File: src/rtl/divider_r2_pkg.sv
// rtl/divider_r2_pkg.sv - shared state encoding and counter sizing for the radix-2 divider
package divider_r2_pkg;

    typedef enum logic [1:0] {
        S_IDLE   = 2'd0,
        S_RUN    = 2'd1,
        S_RESULT = 2'd2
    } state_t;

    // Iteration counter must hold W-1; keep at least one bit for tiny widths.
    function automatic int cnt_width(input int w);
        return (w > 2) ? $clog2(w) : 1;
    endfunction

endpackage

File: src/rtl/divider_r2_step.sv
// rtl/divider_r2_step.sv - one combinational restoring-division iteration
module divider_r2_step #(
    parameter int W = 32
) (
    input  logic [W-1:0] rem,
    input  logic [W-1:0] quo,
    input  logic [W-1:0] div,
    output logic [W-1:0] rem_nxt,
    output logic [W-1:0] quo_nxt
);

    logic [W:0] shifted;
    logic [W:0] trial;

    // trial stays W+1 wide: rem < div guarantees its MSB is a clean borrow flag.
    always_comb begin
        shifted = {rem, quo[W-1]};
        trial   = shifted - {1'b0, div};
        if (!trial[W]) begin
            rem_nxt = trial[W-1:0];
            quo_nxt = {quo[W-2:0], 1'b1};
        end else begin
            rem_nxt = shifted[W-1:0];
            quo_nxt = {quo[W-2:0], 1'b0};
        end
    end

endmodule

File: src/rtl/divider_r2.sv
// rtl/divider_r2.sv - multi-cycle radix-2 restoring divider, W+2 cycles per op
// Optional signed operation when DIVIDER_R2_SIGNED_EN is defined.
module divider_r2
    import divider_r2_pkg::*;
#(
    parameter int W = 32
) (
    input  logic         clk,
    input  logic         rst,
    input  logic [W-1:0] a,
    input  logic [W-1:0] b,
    input  logic         pass,
    output logic [W-1:0] y,
    output logic [W-1:0] r,
    output logic         div0_r,
    output logic         y_vld_r,
    output logic         busy_r
);

    localparam int CW = cnt_width(W);

    state_t         state;
    logic [CW-1:0]  count_r;
    logic [W-1:0]   quo_r;
    logic [W-1:0]   rem_r;
    logic [W-1:0]   div_r;
    logic [W-1:0]   rem_nxt;
    logic [W-1:0]   quo_nxt;
    logic [W-1:0]   a_in;
    logic [W-1:0]   b_in;
    logic [W-1:0]   res_y;
    logic [W-1:0]   res_r;

`ifdef DIVIDER_R2_SIGNED_EN
    logic           sign_a;
    logic           sign_b;
    logic [W-1:0]   a_raw;

    // Divide magnitudes; the most negative value maps onto itself, which is its correct magnitude.
    always_comb begin
        a_in = a[W-1] ? (~a + 1'b1) : a;
        b_in = b[W-1] ? (~b + 1'b1) : b;
    end

    always_comb begin
        res_y = '1;
        res_r = a_raw;
        if (div_r != '0) begin
            res_y = (sign_a ^ sign_b) ? (~quo_r + 1'b1) : quo_r;
            res_r = sign_a ? (~rem_r + 1'b1) : rem_r;
        end
    end
`else
    always_comb begin
        a_in  = a;
        b_in  = b;
        res_y = quo_r;
        res_r = rem_r;
    end
`endif

    divider_r2_step #(.W(W)) u_step (
        .rem     (rem_r),
        .quo     (quo_r),
        .div     (div_r),
        .rem_nxt (rem_nxt),
        .quo_nxt (quo_nxt)
    );

    always_ff @(posedge clk or negedge rst) begin
        if (!rst) begin
            state   <= S_IDLE;
            count_r <= '0;
            quo_r   <= '0;
            rem_r   <= '0;
            div_r   <= '0;
            y       <= '0;
            r       <= '0;
            div0_r  <= 1'b0;
            y_vld_r <= 1'b0;
            busy_r  <= 1'b0;
`ifdef DIVIDER_R2_SIGNED_EN
            sign_a  <= 1'b0;
            sign_b  <= 1'b0;
            a_raw   <= '0;
`endif
        end else begin
            y_vld_r <= 1'b0;
            case (state)
                S_IDLE: begin
                    if (pass) begin
                        quo_r   <= a_in;
                        div_r   <= b_in;
                        rem_r   <= '0;
                        count_r <= CW'(W - 1);
                        state   <= S_RUN;
                        busy_r  <= 1'b1;
`ifdef DIVIDER_R2_SIGNED_EN
                        sign_a  <= a[W-1];
                        sign_b  <= b[W-1];
                        a_raw   <= a;
`endif
                    end
                end
                S_RUN: begin
                    rem_r   <= rem_nxt;
                    quo_r   <= quo_nxt;
                    count_r <= count_r - CW'(1);
                    if (count_r == '0) begin
                        state <= S_RESULT;
                    end
                end
                S_RESULT: begin
                    y       <= res_y;
                    r       <= res_r;
                    div0_r  <= (div_r == '0);
                    y_vld_r <= 1'b1;
                    state   <= S_IDLE;
                    busy_r  <= 1'b0;
                end
                default: begin
                    state  <= S_IDLE;
                    busy_r <= 1'b0;
                end
            endcase
        end
    end

endmodule

File: config.mk
export PLATFORM = sky130hd
export DESIGN_NAME = divider_r2
export DESIGN_NICKNAME = d
export VERILOG_FILES = /design/src/rtl/divider_r2_pkg.sv /design/src/rtl/divider_r2_step.sv /design/src/rtl/divider_r2.sv
export SDC_FILE = /design/constraint.sdc
export NUM_CORES = 1
export LEC_CHECK = 0
export CORE_MARGIN = 4
export CORE_UTILIZATION = 55
export DETAILED_ROUTE_END_ITERATION = 10
export GPL_TIMING_DRIVEN = 1
export HOLD_SLACK_MARGIN = 0.06
export PLACE_DENSITY = 0.84
export SLEW_MARGIN = 20
export SYNTH_ARGS = -nofsm -noshare
export SYNTH_HDL_FRONTEND = slang
export SYNTH_HIERARCHICAL = 1
export SYNTH_SLANG_ARGS = --single-unit
File: constraint.sdc
create_clock -name clk -period 3.7 [get_ports clk]
set_input_delay 0.37 -clock clk [delete_from_list [all_inputs] [get_ports clk]]
set_output_delay 0.37 -clock clk [all_outputs]
set_load 0.05 [all_outputs]
==> impl_metrics.tcl, run 1 <==
set metrics [dict create \
    dieArea_um2 19300 \
    cts_tree "done" \
    r2r_cells 15 \
    min_period_ns 3.53 \
    met2_usage_pct 36.2 \
    nets 1187 \
    crit_arrival_ns 3.81 \
    synth_area_leader_cell "dfrtp_1" \
    cts.htree.levels 4 \
    initialDrtViolationCount 462 \
    gp_congestion 0.922 \
    syn_to_final_growth_pct 18.1 \
    ff2ff_setup_slack_ns 0.17 \
    grt_pass1_vias 7338 \
    cp_max_fo 24 \
    numClockSinks 170 \
    period_share_pct 95.4 \
    grt_first_pass_wirelength_um 35500 \
    yosysWarnings 6 \
    cpPeakStageDelay_ns 0.40 \
    synth_seq_cells 170 \
    start_util_pct 56.5 \
    multiInputGateArea_um2 4430 \
    report.final.slew_viol_count 0 \
    setup_viol 0 \
    syn_inst 1002 \
    syn_area_um2 9440 \
    required_ns 3.98 \
    use_met1_pct 28.3 \
    io_buffers 133 \
    grt_overflow 0 \
    hpwl_um 14400 \
    p_comb_share_pct 59.5 \
    num_vias 7278 \
    drive_above_1_share_pct 11.1 \
    p_clk_share_pct 14.0 \
    io_pins 134 \
    leakagePower_nw 5.26 \
    die_w_um 139 \
    diodes 0 \
    min_delay_path_depth 2 \
    synth_cell_types 67 \
    relSlewSlack_pct 38.0 \
    rr_startpoint "quo_r[31]" \
    sw_frac_of_total_pct 44.1 \
    synth_edf_count 0 \
    synth_top_area_share_pct 45.1 \
    final_cells 1319 \
    hold_end "r[2]" \
    die_h_um 139 \
    synth_most_common_cell "nand2_1" \
    status "completed" \
    crit_chain "inv_1 > ha_1 > fa_1 > and2b_2 > o2111ai_2 > a21oi_2 > o2111ai_1 > a211oi_2 > nor2_4 > mux2i_4 > and2_4 > clkinv_8 > mux2_4 > nand2_1 > o21ai_0" \
    grt_max_degree 103 \
    fin_skew_ns 0.0111 \
    fmax_mhz 283 \
    dr.pass1.iters 5 \
    avgViaCountPerCell 5.52 \
    maxCapViolations 0 \
    cts_made_buffers 17 \
    vdd_ir_drop_max_v 0.000620 \
    drc_errors 0 \
    antenna_found_initial 1 \
    drt-total-wl_um 21400 \
    row_count 47 \
    async_reset_ff_share_pct 100 \
    syn_avg_cell_area_um2 9.42 \
    finalHoldViolCount 0 \
    worst_r2r_endpoint "rem_r[17]" \
    worst_setup_path_start_kind "register" \
    worst-setup-path-type "register to register" \
    power_density_nw_per_um2 1110 \
    synthFlopType "dfrtp_1" \
    hold_class "register to register" \
    nFillCells 1313 \
    hp-start "r[2]" \
    cp_slowest_cell "dfrtp_1" \
    grt_util_all_layers_pct 22.1 \
    postRouteAntennaNets 0 \
    clk_path_buf_depth 2 \
    tightest_slew_ns 0.929 \
    power_switching_w 0.00544 \
    ff_latch_area_um2 4250 \
    synthTopCellsByArea "dfrtp_1 45%, nand2_1 12%, ha_1 4.4%, mux2_2 4.3%, mux2i_1 3.5%" \
    insertion_delay_ns 0.43 \
    clk_pin_slew_ns 0.07 \
    utilization_pct 66.8 \
    dp_cells 1282 \
    synthTopCellsByCount "306 x nand2_1, 170 x dfrtp_1, 45 x o21ai_0" \
    root_buffer "clkbuf_16" \
    top_usage_layer "met2" \
    power_frac_seq_pct 26.4 \
    use_met3_pct 6.55 \
    synthesis.nets 1103 \
    yosysSeqAreaShare_pct 45.1 \
    worstSetupEndpointType "register" \
    p_int_w 0.00689 \
    wl_per_cell_um 16.2 \
    coreArea_um2 16700 \
]
==> layout make-up <==
class	count	share of cell area (%)
Clock buffer	17	3.82
Timing Repair Buffer	147	13.0
Tap cell	220	2.47
Multi-Input combinational cell	711	39.7
Clock inverter	15	1.36
Sequential cell	170	38.2
Inverter	39	1.44
==> repair_timing <==
action,CTS,global route
hold buffers,1,0
resized for setup,0,1
setup endpoints to repair,0,23
buffers inserted,0,4
hold endpoints to repair,77,0
==> routing by layer <==
metal  wire length, µm  up-vias
li1                  -     3524
met3              1280       48
met5                13        -
met2             10200      224
met1              9360     3480
met4               512        2
==> worst max path at each step <==
stage	startpoint	to	slack (ns)	cells past startpoint
6_report	quo_r[31]	rem_r[17]	0.17	15
5_1_grt	quo_r[31]	rem_r[9]	-0.01	15
4_1_cts	quo_r[31]	rem_r[17]	0.03	15
3_5_place_dp	quo_r[31]	rem_r[17]	0.05	15
3_3_place_gp	quo_r[31]	rem_r[7]	0.21	15
2_1_floorplan	quo_r[31]	rem_r[10]	0.33	17
==> critical path, delay by kind of cell (launching register included) <==
kind / cells / cell delay (ns)
AOI/OAI and AO/OA: 5 / 0.92
adders and majority gates: 2 / 0.62
buffers and inverters: 2 / 0.22
DFF: 1 / 0.40
muxes: 2 / 0.56
and+or+nand+nor: 4 / 0.64
==> power by group through the flow <==
stage	combinational, W	sequential (W)	clock [W]
after floorplan	0.00584	0.00355	0
after global placement	0.00693	0.00325	0
after detailed placement	0.00714	0.00326	0
after CTS	0.00722	0.00325	0.00177
after global routing	0.00803	0.00335	0.00185
final	0.00734	0.00326	0.00173
==> stage by stage <==
step / power, W / setup TNS [ns] / setup slack (ns) / cell area [µm²] / hold slack (ns)
after floorplan: 0.00939 / 0 / 0.333 / 9440 / 0.0744
after global placement: 0.0102 / 0 / 0.210 / 10500 / 0.451
after detailed placement: 0.0104 / 0 / 0.0545 / 10500 / 0.455
after CTS: 0.0122 / 0 / 0.0312 / 11100 / 0.480
after global routing: 0.0132 / -0.0239 / -0.0101 / 11200 / 0.496
final: 0.0123 / 0 / 0.170 / 11200 / 0.474
==> kinds of logic after synthesis <==
group | share of synthesized area, %
and+or+nand+nor | 17.3
AOI/OAI and AO/OA | 11.3
DFF | 45.1
buffers and inverters | 8.15
muxes | 11.1
adders and majority gates | 4.59
xor gates and xnor gates | 2.51
==> flip-flops by register name, summed over array words and instances (netlist names) <==
name	cells
div_r	32
quo_r	32
r	32
rem_r	32
y	32
count_r	5
state	2
busy_r	1
div0_r	1
y_vld_r	1
==> cells in the final DEF, fill, tap and decap left out, types with 15 or more instances in the layout <==
cell type	netlist	layout
clkbuf_16	0	17
mux2_4	19	19
dfrtp_1	170	170
clkdlybuf4s50_1	0	132
mux2i_1	33	33
mux2_2	36	36
nand2_1	306	306
o21ai_1	36	36
inv_1	38	37
a21o_1	17	17
o21ai_0	45	45
a21oi_1	27	27
ha_1	33	33
nand3_1	15	15
Power figures use the tool's default switching activity.
==> run 2, diff against run 1 <==
--- a/config.mk
+++ b/config.mk
@@ -5,6 +5,7 @@
 export SDC_FILE = /design/constraint.sdc
 export NUM_CORES = 1
 export LEC_CHECK = 0
+export CORE_ASPECT_RATIO = 0.6
 export CORE_MARGIN = 4
 export CORE_UTILIZATION = 55
 export DETAILED_ROUTE_END_ITERATION = 10
==> run 2 against run 1 <==
Via count increased by 2.1%. Fmax is 1.8% higher. Clock-buffer cell count unchanged. Routed wire length up 6.0%. Critical path type unchanged.
==> impl_metrics.tcl, run 2 (synthesis results as in run 1) <==
set metrics [dict create \
    wl_per_cell_um 17.0 \
    grt_pass1_vias 7111 \
    nFillCells 1312 \
    vdd_ir_drop_max_v 0.000645 \
    cts.htree.levels 4 \
    grt_util_all_layers_pct 23.8 \
    initialDrtViolationCount 655 \
    final_cell_mix "306 x nand2_1, 170 x dfrtp_1, 132 x clkdlybuf4s50_1" \
    gp_congestion 0.924 \
    grt_max_degree 87 \
    fin_skew_ns 0.0106 \
    ff2ff_setup_slack_ns 0.23 \
    startpoint "div_r[0]" \
    numClockSinks 170 \
    maxCapViolations 0 \
    io_buffers 133 \
    setup_viol 0 \
    postRouteAntennaNets 0 \
    use_met1_pct 36.2 \
    rsz0062_at_grt "no" \
    dr.pass1.iters 5 \
    row_count 36 \
    coreArea_um2 16500 \
    status "completed" \
    drive_above_1_share_pct 11.5 \
    multiInputGateArea_um2 4430 \
    min_period_ns 3.47 \
    die_h_um 109 \
    fmax_mhz 288 \
    clk_pin_slew_ns 0.07 \
    syn_to_final_growth_pct 19.0 \
    final_common_cell "nand2_1" \
    hpwl_um 15700 \
    min_delay_path_depth 2 \
    crit_arrival_ns 3.77 \
    r2r_cells 14 \
    use_met3_pct 5.43 \
    avgViaCountPerCell 5.58 \
    rr_startpoint "div_r[0]" \
    power_density_nw_per_um2 1120 \
    tightest_slew_ns 0.787 \
    top_usage_layer "met1" \
    die_w_um 177 \
    antenna_found_initial 0 \
    clk_path_buf_depth 2 \
    cts_tree "done" \
    crit_chain "ha_1 > fa_1 > and2b_2 > o2111ai_2 > a21oi_2 > o2111ai_1 > a211oi_2 > nor2_4 > mux2i_4 > and2_4 > inv_6 > mux2_2 > nand2_1 > o21ai_0" \
    root_buffer "clkbuf_16" \
    worst-setup-path-type "register to register" \
    finalHoldViolCount 0 \
    dieArea_um2 19400 \
    met2_usage_pct 35.3 \
    insertion_delay_ns 0.44 \
    required_ns 4.00 \
    num_vias 7428 \
    fin_setup_tns_ns 0 \
    grt_first_pass_wirelength_um 36900 \
    diodes 0 \
    report.final.slew_viol_count 0 \
    hold_class "register to register" \
    cp_slowest_cell "fa_1" \
    io_pins 134 \
    utilization_pct 68.0 \
    start_util_pct 57.1 \
    nets 1192 \
    worst_r2r_endpoint "rem_r[7]" \
    cts_made_buffers 17 \
    ff_latch_area_um2 4250 \
    hold_end "r[10]" \
    period_share_pct 93.7 \
    cp_max_fo 12 \
    relSlewSlack_pct 47.5 \
    cpPeakStageDelay_ns 0.41 \
    drt-total-wl_um 22700 \
    hp-start "r[10]" \
    drc_errors 0 \
    worstSetupEndpointType "register" \
    grt_overflow 0 \
    leakagePower_nw 5.29 \
    worst_setup_path_start_kind "register" \
]
[run 2: cell count changes in the layout (fill, tap and decap cells not counted)]
cell,previous run,this run
inv_12,0,1
inv_2,0,1
clkinv_4,3,1
buf_4,12,16
clkinv_8,3,6
inv_6,3,4
clkinv_2,3,0
[run 2: what timing repair did]
action / CTS / global route
hold buffers: 1 / 0
setup endpoints to repair: 0 / 23
gates resized for setup: 0 / 1
endpoints found under the hold margin: 82 / 0
buffers inserted: 0 / 2
[run 2: stage by stage]
step	worst slack (ns)	cells	power (W)	hold slack (ns)	instance area (µm²)
2_1_floorplan	0.333	1002	0.00939	0.0744	9440
3_3_place_gp	0.257	1296	0.0103	0.458	10600
3_5_place_dp	0.119	1296	0.0106	0.461	10600
4_1_cts	0.0947	1329	0.0125	0.479	11200
5_1_grt	0.00578	1332	0.0135	0.495	11200
6_report	0.232	1332	0.0126	0.473	11200
[run 2: per-layer routing]
metal | vias to the layer above | wire (µm)
li1 | 3532 | -
met1 | 3640 | 11100
met2 | 242 | 9730
met3 | 14 | 1700
met4 | 0 | 170
met5 | - | 0
[run 2: area by class of cell]
cell class | instances | area share [%]
multi-input cells | 711 | 39.4
flip-flops and latches | 170 | 37.9
repair buffers | 151 | 13.2
clock buffers | 17 | 3.79
well taps | 228 | 2.54
clock inverters | 15 | 1.68
inverters | 39 | 1.41
repair inverters | 1 | 0.0780
[run 2: worst max path at each step]
stage / to / slack [ns] / cells past startpoint
3_3_place_gp: rem_r[5] / 0.26 / 15
3_5_place_dp: rem_r[5] / 0.12 / 14
4_1_cts: rem_r[5] / 0.09 / 14
2_1_floorplan: rem_r[10] / 0.33 / 17
5_1_grt: rem_r[18] / 0.006 / 14
6_report: rem_r[7] / 0.23 / 14
[run 2: worst max-delay path: cells and delay by family (launching register included)]
kind	cells	cell delay [ns]
AOI/OAI and AO/OA	5	0.91
and+or+nand+nor	4	0.64
adders and majority gates	2	0.63
muxes	2	0.57
DFF	1	0.40
buffers and inverters	1	0.18
[run 2: power by group]
group	total (W)	internal [W]	leakage (nW)	switching (W)
combinational	0.00756	0.00340	2.81	0.00415
sequential	0.00324	0.00261	2.18	0.000632
clock	0.00183	0.000926	0.299	0.000901
total	0.0126	0.00694	5.29	0.00569
